$ cat config.mk
export PLATFORM = sky130hd
export DESIGN_NAME = musa_multicycle_ctrl
export DESIGN_NICKNAME = d
export VERILOG_FILES = /design/src/rtl/musa_multicycle_ctrl.sv
export SDC_FILE = /design/constraint.sdc
export NUM_CORES = 1
export LEC_CHECK = 0
export BUFFER_PORTS_ARGS = -buffer_cell sky130_fd_sc_hd__buf_4
export CORE_MARGIN = 5
export CORE_UTILIZATION = 30
export CTS_CLUSTER_SIZE = 8
export DETAILED_ROUTE_END_ITERATION = 10
export SETUP_SLACK_MARGIN = 0.15
export SLEW_MARGIN = 30
export SYNTH_ARGS = -nofsm -noshare
export SYNTH_HDL_FRONTEND = slang
export SYNTH_SLANG_ARGS = --single-unit
$ cat constraint.sdc
create_clock -name clk -period 3.2 [get_ports clk]
set_input_delay 0.16 -clock clk [delete_from_list [all_inputs] [get_ports clk]]
set_output_delay 0.16 -clock clk [all_outputs]
set_load 0.1 [all_outputs]
$ cat src/rtl/musa_multicycle_ctrl.sv
// Multicycle control sequencer for the MUSA ID stage: stage counter, opcode decode,
// stack strobes, HALT/resume handling, sticky illegal-opcode flag and retire counter.
module musa_multicycle_ctrl #(
    parameter int NUM_STAGES   = 5,
    parameter int STAGE_W      = 3,
    parameter int DECODE_STAGE = 1,
    parameter int MEM_STAGE    = 2,
    parameter int CNT_W        = 16
) (
    input  logic               clk,
    input  logic               reset,
    input  logic [5:0]         opcode,
    input  logic               stall,
    input  logic               resume,
    output logic [STAGE_W-1:0] stage,
    output logic               pc_write,
    output logic               reg_dst,
    output logic               mem_read,
    output logic               mem_to_reg,
    output logic               mem_write,
    output logic               reg_write,
    output logic [2:0]         alu_op,
    output logic [2:0]         pc_src,
    output logic [1:0]         data_a_select,
    output logic [1:0]         data_b_select,
    output logic               push,
    output logic               pop,
    output logic               halted,
    output logic               illegal_op,
    output logic [CNT_W-1:0]   instr_count
);

    typedef enum logic {RUN, HALTED} state_t;

    typedef struct packed {
        logic       regDst;
        logic       memRead;
        logic       memToReg;
        logic       memWrite;
        logic       regWrite;
        logic [2:0] aluOp;
        logic [2:0] pcSrc;
        logic [1:0] aSel;
        logic [1:0] bSel;
        logic       pushType;
        logic       popType;
        logic       haltType;
        logic       illegal;
    } ctrl_t;

    localparam logic [STAGE_W-1:0] LAST_STAGE = STAGE_W'(NUM_STAGES - 1);
    localparam logic [STAGE_W-1:0] DEC_STAGE  = STAGE_W'(DECODE_STAGE);
    localparam logic [STAGE_W-1:0] PRE_MEM    = STAGE_W'(MEM_STAGE - 1);

    function automatic ctrl_t nopCtrl();
        ctrl_t c;
        c       = '0;
        c.aluOp = 3'b010;
        c.pcSrc = 3'b010;
        return c;
    endfunction

    function automatic ctrl_t decode(input logic [5:0] op);
        ctrl_t c;
        c = nopCtrl();
        case (op)
            6'b000000, 6'b011100, 6'b000101: begin
                c.regDst   = 1'b1;
                c.regWrite = 1'b1;
                c.aSel     = 2'b10;
                c.bSel     = 2'b01;
            end
            6'b001000, 6'b001001, 6'b001100, 6'b001101: begin
                c.regWrite = 1'b1;
                c.aSel     = 2'b10;
                case (op)
                    6'b001001: c.aluOp = 3'b001;
                    6'b001100: c.aluOp = 3'b011;
                    6'b001101: c.aluOp = 3'b100;
                    default:   c.aluOp = 3'b000;
                endcase
            end
            6'b100011: begin
                c.memRead  = 1'b1;
                c.memToReg = 1'b1;
                c.regWrite = 1'b1;
                c.aluOp    = 3'b000;
                c.aSel     = 2'b10;
            end
            6'b101011: begin
                c.memWrite = 1'b1;
                c.aluOp    = 3'b000;
                c.aSel     = 2'b10;
            end
            6'b010001: begin
                c.aluOp = 3'b000;
                c.pcSrc = 3'b001;
            end
            6'b000010: begin
                c.aluOp = 3'b000;
                c.pcSrc = 3'b011;
                c.bSel  = 2'b10;
            end
            6'b000100: begin
                c.aluOp = 3'b101;
                c.pcSrc = 3'b001;
                c.aSel  = 2'b10;
            end
            6'b000011: begin
                c.aluOp    = 3'b000;
                c.pcSrc    = 3'b001;
                c.pushType = 1'b1;
            end
            6'b000001: begin
                c.aluOp   = 3'b000;
                c.pcSrc   = 3'b000;
                c.popType = 1'b1;
            end
            6'b111111: begin
                c.aluOp    = 3'b000;
                c.pcSrc    = 3'b101;
                c.haltType = 1'b1;
            end
            default: c.illegal = 1'b1;
        endcase
        return c;
    endfunction

    state_t             r_state;
    logic [STAGE_W-1:0] r_stage;
    ctrl_t              r_ctrl;
    logic               r_pcWrite;
    logic               r_push;
    logic               r_pop;
    logic               r_halted;
    logic               r_illegal;
    logic [CNT_W-1:0]   r_count;

    ctrl_t w_dec;
    ctrl_t w_cur;

    // The stack strobe is decided on the edge entering MEM_STAGE; when that edge is
    // also the decode edge the freshly decoded type must be used instead of the latch.
    assign w_dec = decode(opcode);
    assign w_cur = (r_stage == DEC_STAGE) ? w_dec : r_ctrl;

    always_ff @(posedge clk or posedge reset) begin
        if (reset) begin
            r_state   <= RUN;
            r_stage   <= '0;
            r_ctrl    <= nopCtrl();
            r_pcWrite <= 1'b0;
            r_push    <= 1'b0;
            r_pop     <= 1'b0;
            r_halted  <= 1'b0;
            r_illegal <= 1'b0;
            r_count   <= '0;
        end else begin
            r_pcWrite <= 1'b0;
            r_push    <= 1'b0;
            r_pop     <= 1'b0;
            case (r_state)
                RUN: begin
                    if (!stall) begin
                        r_stage <= (r_stage == LAST_STAGE) ? '0 : r_stage + STAGE_W'(1);
                        if (r_stage == DEC_STAGE) begin
                            r_ctrl <= w_dec;
                            if (w_dec.illegal) r_illegal <= 1'b1;
                        end
                        if (r_stage == PRE_MEM) begin
                            r_push <= w_cur.pushType;
                            r_pop  <= w_cur.popType;
                        end
                        if (r_stage == LAST_STAGE) begin
                            r_count <= r_count + CNT_W'(1);
                            if (r_ctrl.haltType) begin
                                r_state  <= HALTED;
                                r_halted <= 1'b1;
                            end else begin
                                r_pcWrite <= 1'b1;
                            end
                        end
                    end
                end
                HALTED: begin
                    if (resume) begin
                        r_state  <= RUN;
                        r_halted <= 1'b0;
                    end
                end
                default: r_state <= RUN;
            endcase
        end
    end

    assign stage         = r_stage;
    assign pc_write      = r_pcWrite;
    assign reg_dst       = r_ctrl.regDst;
    assign mem_read      = r_ctrl.memRead;
    assign mem_to_reg    = r_ctrl.memToReg;
    assign mem_write     = r_ctrl.memWrite;
    assign reg_write     = r_ctrl.regWrite;
    assign alu_op        = r_ctrl.aluOp;
    assign pc_src        = r_ctrl.pcSrc;
    assign data_a_select = r_ctrl.aSel;
    assign data_b_select = r_ctrl.bSel;
    assign push          = r_push;
    assign pop           = r_pop;
    assign halted        = r_halted;
    assign illegal_op    = r_illegal;
    assign instr_count   = r_count;

endmodule
# --- Yosys cells after proc, flatten, opt, wreduce, memory -nomap -nowiden ---
# Index checks and enable logic that the tools add are counted.
totals:
  out_inout_bits: 39
  ff_bits: 41
  elab_cells: 89
op_classes:
  bitwise_logic: 3
  n_mux: 33
  n_reduce_logical: 13
  eq_ne: 20
  addsub: 2
ops:
  columns: ["operator", "n"]
  rows:
  - ["6-bit by 4-bit == test with 1-bit output, second input constant", 4]
  - ["1-bit two-way mux", 24]
  - ["6-bit == test, second input constant", 3]
  - ["3-bit case mux with 3 select lines", 2]
  - ["16-bit by 1-bit adder with 16-bit output, second input constant", 1]
  - ["15-bit OR reduction", 1]
  - ["6-bit by 2-bit == test with 1-bit output, second input constant", 2]
  - ["6-bit by 3-bit == test with 1-bit output, second input constant", 2]
  - ["6-bit by 5-bit == test with 1-bit output, second input constant", 2]
  - ["3-bit case mux with 4 select lines", 1]
  - ["10-bit OR reduction", 1]
  - ["2-bit != test, second input constant", 4]
  - ["4-bit AND reduction", 2]
  - ["8-bit OR reduction", 1]
  - ["7-bit OR reduction", 1]
  - ["6-bit by 1-bit == test with 1-bit output, second input constant", 1]
  - ["6-bit logical NOT", 1]
  - ["3-bit AND reduction", 2]
  - ["3-bit OR reduction", 2]
  - ["2-bit two-way mux", 2]
  - ["1-bit case mux with 2 select lines", 2]
  - ["2-bit case mux with 2 select lines", 1]
  - ["4-bit OR reduction", 1]
  - ["3-bit by 1-bit adder with 3-bit output, second input constant", 1]
  - ["5 further kinds", 7]

# --- Depth between registers and ports, before layout ---
# Gate-level depths: netlist of run 1.
logic_depth:
  ltp_word: 5
  ltp_mapped: 7

# --- Least setup slack after synthesis of run 1 ---
# Ideal clock, no wire load.
synth_path:
  kind: "reg-to-reg"
  start: "register r_stage[0] (netlist: stage[0])"
  end: "register r_count[8] (netlist: instr_count[8])"
  setup_time_ns: 0.163
  required_time_ns: 3.037
  n_path_buf: 0
  path_slack_ns: 0.963
  path_stages_with_launch: 7
  arrival_ns: 2.074
  synth_period_minus_slack_ns: 2.237
  path_cell_list: "dfrtp_1 > inv_1 > ha_1 > and4bb_1 > and3_2 > and3_1 > xor2_1"
synth_via:
  elab_chain_cells: 2
synth_rtl:
  columns: ["element", "line_no", "source"]
  rows:
  - ["start: declaration", "130", "logic [STAGE_W-1:0] r_stage;"]
  - ["start signal: assignment", "165", "r_stage <= (r_stage == LAST_STAGE) ? '0 : r_stage + STAGE_W'(1);"]
  - ["3-bit == test", "174", "if (r_stage == LAST_STAGE) begin"]
  - ["3-bit AND reduction (no line)", null, null]
  - ["end signal: assignment", "175", "r_count <= r_count + CNT_W'(1);"]
  - ["end: declaration", "137", "logic [CNT_W-1:0] r_count;"]
# Every way passes these cells.
# A chain may end at the register's enable or synchronous reset.

# --- Worst setup path in the final report of run 1 ---
layout_path:
  start: "register r_stage[0] (netlist: stage[0])"
  end: "register r_count[9] (netlist: instr_count[9])"
# The elaborated chain is that of the path after synthesis.

==> key figures, run 1 <==
Place
  – Port bufs: 47
  – Dpl hpwl: between 3000 and 4000 um
  – GP Congestion: 0.8444

Synthesis
  – Post-Synth XOR/XNOR Area: 0.07305
  – Mux cell area share after synthesis: 0.01596
  – Ys async rst share: 1.000
  – Post-Synth Adder-Cell Area: 0.02455
  – Complex-gate fraction of the synthesized area: 0.09515
  – Net count after synthesis: between 200 and 250
  – Largest cells by area after synthesis: dfrtp_1 (45%), nand2_1 (5.5%), buf_4 (4.1%), xnor2_1 (3.9%), o21ai_0 (3.7%)
  – Post-synthesis simple-gate area fraction: 0.2370
  – Sequential fraction of the synthesis area: 0.4800
  – Synthesized cell area: roughly 2000 um2
  – Yosys Warn Count: 0
  – Area leader, netlist: dfrtp_1
  – Yosys reg bits: 39
  – Commonest register cell after synthesis: dfrtp_1
  – Post-synth cell types: between 40 and 50
  – Area share of the largest cell type after synthesis: 0.4543
  – Largest family of logic cells by synthesized area: simple AND/OR/NAND/NOR gates
  – Post-synth EDFFs: 0
  – Cells after Synth: a little over 200
  – Post-synthesis area per instance: between 9 and 10 um2

Clock network
  – Clk slew on worst S/H paths: about 0.070 ns
  – TritonCTS clock tree: done
  – # Post-CTS Setup Buffers: 0
  – Post_cts resized: 0
  – H-tree Lvls: 2
  – Clk sink count: 39
  – Post-CTS Hold Fix Bufs: 0
  – Clock Tree Buf Depth: 2
  – Worst skew pair latency: between 0.2 and 0.3 ns
  – Clk root buf: clkbuf_8
  – Total CTS buffers: 5

Die
  – Die W: 92.43 um
  – I/O pins: between 40 and 50
  – Rows: 30
  – Die height: between 90 and 100 um
  – Die area: between 8000 and 9000 um2
  – Starting Density: 0.3034
  – Core area: roughly 6700 um2

Global routing
  – Total GRT Usage: 0.1135
  – Remaining Overflow, GRT: 0
  – Vias in the first global route: approximately 1,600
  – First-pass GRT wire length: a little under 8000 um
  – Largest net degree at the start of global routing: 40
  – Initial antenna violation count: 0

Layout
  – Area Growth Syn to Fin: 21.18%
  – Diodes inserted: 0
  – Layout cells sized above 1: 0.2757
  – Final core utilization: 0.3676
  – NumNets Final: 256

STA
  – Period utilization: 0.5921
  – Final Hold Viols: 10
  – RSZ-0062 raised after global routing: false
  – Slew margin rel.: 0.6098
  – # setup viols final: 0
  – Skew final: roughly 0.0045 ns
  – Hold_ws: -0.003175 ns
  – Total negative slack: 0 ns
  – Fmax: between 0.5 and 0.6 GHz
  – Final Max Tran Viols: 0
  – Tmin final: roughly 1.9 ns
  – Tightest Pin Transition: 0.5828 ns

Hold path
  – Hold WC Path Type: input pin to asynchronous set/reset pin

Route
  – Pre-antenna DRT Iters: 4
  – Final wirelength: about 4600 um
  – Via count: roughly 1,600
  – Drt drc: 0
  – Initial DRC Count: between 50 and 60
  – Antenna viol nets, final: 0
  – Routed wire length per instance: around 14 um
  – Vias/cell: between 4 and 5

Critical path
  – Endpoint class of the critical path: flip-flop
  – Worst EP arrival: roughly 2.1 ns
  – CP Launch Type: flip-flop
  – Worst Reg-to-Reg Cells: 6
  – Data required, critical path: ~3.4 ns
  – Crit path launch: stage[0]
  – Setup slack, reg-to-reg: roughly 1.3 ns
  – CP max stage cell: and4bb_1
  – Cell Chain, Critical Path: inv_1 -> ha_1 -> and4bb_1 -> nand3_1 -> nor2_1 -> xor2_1
  – Worst r2r dst: instr_count[9]
  – Max incr delay on CP: roughly 0.49 ns
  – Reg-to-reg startpoint: stage[0]
  – Critical-path maximum fanout: 11
  – WS Path Type: flip-flop to flip-flop
  – Critical Path End: instr_count[9]

Outcome
  – Status: finished, violations left
  – Failing checks: hold timing

Pwr
  – PwrDens: just over 800 nW/um2
  – Pleak: about 0.0012 uW
  – Max VDD drop: 0.3966 mV

Run
  – Maxcap violations: 0
==> critical path, delay by kind of cell, from the launching register on <==
kind | cells | cell delay, ns
and+or+nand+nor | 3 | 0.91
adders and majority gates | 1 | 0.20
DFF | 1 | 0.42
xor gates and xnor gates | 1 | 0.17
buffers and inverters | 1 | 0.12
==> cell type report <==
class                           instances  area (um2)
Fill cell                             684        4249
Sequential cell                        39       978.4
Multi-Input combinational cell        143       912.1
Timing Repair Buffer                   48       360.3
Clock buffer                            8       100.1
Tap cell                               80       100.1
Inverter                                5       18.77
==> per-layer routing <==
layer,global-route usage,wire [um]
met2,0.1915,2192
met3,0.03818,337
met4,0.03960,85
met1,0.1344,2004
met5,0,0
==> sequential cells by signal, indices dropped and copies added (netlist names), 2 cells and up <==
signal,count
pc_src,3
stage,3
instr_count,16
data_b_select,2
alu_op,3
==> synth_stat cells, types with 2 or more instances <==
cell and instances:
o21ai_0 15, nor3b_1 2, a22o_1 2, mux2_2 2, xnor2_1 9, nand3_1 9, a21oi_1 2, a31oi_1 4
or2_2 2, nor2_1 16, and4_1 2, nor4_1 3, buf_2 4, inv_1 5, nand2b_1 2, clkbuf_1 4
nand4_1 3, buf_4 11, o211ai_1 2, nor3_1 2, nor2b_1 3, nand2_1 30, ha_1 4, dfrtp_1 37
dfstp_2 2, and3_1 3, xor2_1 8
==> placed cells by master (no fill, tap or decap), drive strengths merged, types with 2 or more instances in the layout <==
| master | count |
|---|---|
| o21ai | 15 |
| nor4 | 3 |
| nand3 | 9 |
| and4 | 2 |
| a21oi | 2 |
| mux2 | 2 |
| nand2b | 2 |
| or2 | 2 |
| nor2b | 3 |
| dfstp | 2 |
| inv | 5 |
| nand4 | 4 |
| a31oi | 4 |
| clkbuf | 8 |
| buf | 48 |
| a22o | 2 |
| nor2 | 17 |
| nor3 | 3 |
| xnor2 | 9 |
| xor2 | 8 |
| and3 | 4 |
| dfrtp | 37 |
| o211ai | 2 |
| ha | 4 |
| nor3b | 2 |
| nand2 | 30 |
==> logic make-up (layout without fill, tap and decap cells) <==
logic type      Yosys count  count (layout)
compound gates           31              31
xor+xnor                 17              17
fa+ha+maj                 4               4
buf+inv                  25              61
flops                    39              39
mux                       3               3
other cells               1               1
simple gates             87              87
==> power breakdown <==
group / internal [uW] / switching (uW)
sequential: 586 / 76.7
combinational: 209 / 806
clock: 197 / 165
==> stage by stage <==
step / instances / hold slack [ns] / setup WS (ns) / total power [uW] / instance area [um2]
finish: 323 / -0.003175 / 1.305 / 2039 / 2470
global route: 323 / 0.04359 / 1.067 / 2138 / 2470
CTS: 323 / 0.01891 / 1.285 / 2064 / 2470
detailed placement: 315 / 0.3319 / 1.310 / 1697 / 2370
global placement: 315 / 0.3296 / 1.398 / 1681 / 2370
floorplan: 207 / 0.2564 / 0.9626 / 1524 / 2038
==> how the worst min path moves through the flow <==
stage,endpoint,slack (ns),cells after the start
finish,data_b_select[0],-0.003,3
global route,instr_count[10],0.04,3
CTS,pop,0.02,3
detailed placement,instr_count[7],0.33,3
global placement,mem_write,0.33,3
floorplan,r_state,0.26,1
Note: power is estimated with default switching activity, not from simulation.
==> inputs of run 2 (changes only) <==
ABC_AREA = 1   (was not set)
clock period = 1.54 ns   (was 3.2 ns; I/O delays follow)
==> run 2 against run 1 <==
Compared with the run above:
- the flow now finishes without violations
- fmax increased by 31%
- global-route usage increased by 1.4 points
- clock-buffer cell count shrank 1
- flip-flop and latch count did not move
- cell count rose by 33%
- critical endpoint is now instr_count[10]
- synthesized cell count increased by 32%
- design area up 25%
- sequential power up 130%
- power increased to 2.6 times the previous value
- largest power group unchanged
- register-to-register slack got worse by 1.2 ns
==> key figures, run 2 <==
Route
  – Vias/cell: 4.435
  – Drt drc: 0
  – Antenna viol nets, final: 0
  – Highest routed layer: met4
  – WL met3: between 200 and 300 um
  – Via count: approximately 1,900
  – Final wirelength: roughly 5500 um
  – Met2 wire len: 2767 um
  – Pre-antenna DRT Iters: 4
  – Routed wire length per instance: 12.80 um
  – Met1 wire length: approximately 2400 um
  – Initial DRC Count: 56

STA
  – Final Hold Viols: 0
  – # setup viols final: 0
  – Fmax: approximately 0.69 GHz
  – Period utilization: 0.9415
  – RSZ-0062 raised after global routing: true
  – Tmin final: 1.450 ns
  – Tightest Pin Transition: 0.5005 ns
  – Hold_ws: ~0.11 ns
  – Skew final: around 0.0052 ns
  – Final Max Tran Viols: 0
  – Slew margin rel.: 0.6663

Clock network
  – Total CTS buffers: 5
  – Clk slew on worst S/H paths: 0.08 ns
  – Clk root buf: clkbuf_8
  – Worst skew pair latency: 0.29 ns
  – TritonCTS clock tree: done
  – Clk sink count: 39
  – H-tree Lvls: 2
  – Clock Tree Buf Depth: 2

Global routing
  – Total GRT Usage: 0.1274
  – Initial antenna violation count: 0
  – Remaining Overflow, GRT: 0
  – Vias in the first global route: approximately 2,000
  – Largest net degree at the start of global routing: 40
  – First-pass GRT wire length: ~9100 um

Place
  – GP Congestion: 0.8601
  – Port bufs: 47
  – Area post-placement: 2734 um2
  – Number of cells after detailed placement: roughly 410
  – Dpl hpwl: around 4000 um

Die
  – I/O pins: just under 50
  – Rows: 31
  – Core area: 7214 um2
  – Die W: roughly 96 um
  – Die area: 9168 um2
  – Die height: about 96 um
  – Starting Density: 0.3058

Synthesis
  – Post-Synth XOR/XNOR Area: 0.03573
  – Post-synth cell types: 29
  – Area leader, netlist: dfrtp_1
  – Complex-gate fraction of the synthesized area: 0.04424
  – Post-synthesis simple-gate area fraction: 0.3415
  – Ys async rst share: 1.000
  – Cells after Synth: roughly 270
  – Net count after synthesis: roughly 290
  – Post-Synth Adder-Cell Area: 0.02269
  – Area share of the largest cell type after synthesis: 0.4197
  – Sequential fraction of the synthesis area: 0.4436
  – Yosys Warn Count: 0
  – Mux cell area share after synthesis: 0
  – Commonest register cell after synthesis: dfrtp_1
  – Commonest cells post-synth: nand2_1 (68), dfrtp_1 (37), inv_1 (33)
  – Yosys reg bits: 39
  – Most frequent cell after synthesis: nand2_1
  – Post-synthesis area per instance: roughly 8.1 um2
  – Largest cells by area after synthesis: dfrtp_1 (42%), nand2_1 (12%), nand3_1 (5.9%), inv_1 (5.6%), nor2_1 (4.9%)
  – Largest family of logic cells by synthesized area: simple AND/OR/NAND/NOR gates
  – Post-synth EDFFs: 0
  – Synthesized cell area: between 2000 and 2500 um2

Layout
  – Area Growth Syn to Fin: 39.65%
  – Max reg flops: 16
  – Layout cells sized above 1: 0.4230
  – Most frequent cells in the layout: nand2_1 (59), buf_4 (56), inv_1 (30)
  – NumNets Final: roughly 340
  – Non-filler cells, final: 430
  – Final core utilization: 0.4270
  – Diodes inserted: 0
  – Post-layout instance area: between 3000 and 4000 um2
  – Most common cell after layout, fill and taps aside: nand2_1

Pwr
  – Total power: 5223 uW
  – PwrDens: ~1700 nW/um2
  – Pleak: about 0.0015 uW
  – Max VDD drop: around 1.2 mV

Run
  – Maxcap violations: 0

Critical path
  – WS Path Type: flip-flop to flip-flop
  – Worst Reg-to-Reg Cells: 8
  – Cell Chain, Critical Path: inv_4 -> ha_4 -> nand2_4 -> nor2_4 -> nand2_4 -> nor2_4 -> nand2_1 -> xor2_1
  – CP max stage cell: dfrtp_4
  – Setup slack, reg-to-reg: around 0.090 ns
  – Worst EP arrival: about 1.6 ns
  – Data required, critical path: between 1.5 and 2 ns
  – Max incr delay on CP: roughly 0.52 ns
  – Endpoint class of the critical path: flip-flop
  – CP Launch Type: flip-flop
  – Critical-path maximum fanout: 4

Outcome
  – Status: finished clean

Hold path
  – Hold WC Path Type: input pin to flip-flop
  – Cell depth of the worst hold path: 4
[run 2: cell count changes in the layout (fill, tap and decap cells not counted), sizes merged, moves of 4 or more]
cell   change
xnor2      -6
inv       +31
buf       +13
nor2      +22
a31oi      -4
and3       -4
o21ai      -8
a21oi      +4
nand3     +22
nand2     +43
[run 2: layer usage]
layer | GRT usage | up-vias
met2 | 0.2235 | 37
met1 | 0.1534 | 907
met3 | 0.03362 | 9
met4 | 0.03555 | 0
li1 | - | 954
met5 | 0 | -
[run 2: cell families (layout without fill, tap and decap cells)]
family / count (synthesis) / count (layout)
adder cells (fa/ha/maj): 4 / 4
flip-flops: 39 / 39
AO/OA/AOI/OAI: 17 / 17
AND/OR/NAND/NOR: 154 / 154
XOR/XNOR: 9 / 9
other: 1 / 1
buffers and inverters: 49 / 107
[run 2: through the flow]
stage | setup TNS [ns] | worst slack, ns
after floorplan | -0.2788 | -0.06830
after global placement | 0 | 0.1125
after detailed placement | 0 | 0.07359
after CTS | 0 | 0.08558
after global routing | 0 | 0.007530
final | 0 | 0.09002
[run 2: final cells by class]
class,instances,area (um2)
multi-input cells,185,1136
flip-flops and latches,39,1040
fillers,754,4134
clock buffers,7,96.34
inverters,35,143.9
well taps,99,123.9
repair inverters,1,11.26
clock inverters,1,7.507
repair buffers,63,521.8
[run 2: report_power, final]
group / internal [uW] / switching, uW
combinational: 737 / 2180
clock: 407 / 363
sequential: 1310 / 229
total: 2450 / 2770
[run 2: path summary, 6_finish.rpt]
check                          start               to
max in group asynchronous      reset   instr_count[2]
min in group asynchronous      reset              pop
setup / recovery            stage[0]  instr_count[10]
hold / removal                 stall         stage[1]
hold reg to reg            r_ctrl[1]         pc_write
setup reg to reg            stage[0]  instr_count[10]
[run 2: critical path, delay by kind of cell, from the launching register on]
kind	cells	cell delay [ns]
AND/OR/NAND/NOR	5	0.45
buffers and inverters	1	0.09
adder cells (fa/ha/maj)	1	0.14
XOR/XNOR	1	0.14
flip-flops	1	0.52
[run 2: timing repair]
item                                   CTS  global route
pin swaps                                4            12
hold buffers                             2             0
buffers inserted                         6             4
cloned                                   1             0
setup endpoints to repair               19            31
endpoints found under the hold margin   38             0
gates resized for setup                  6            26
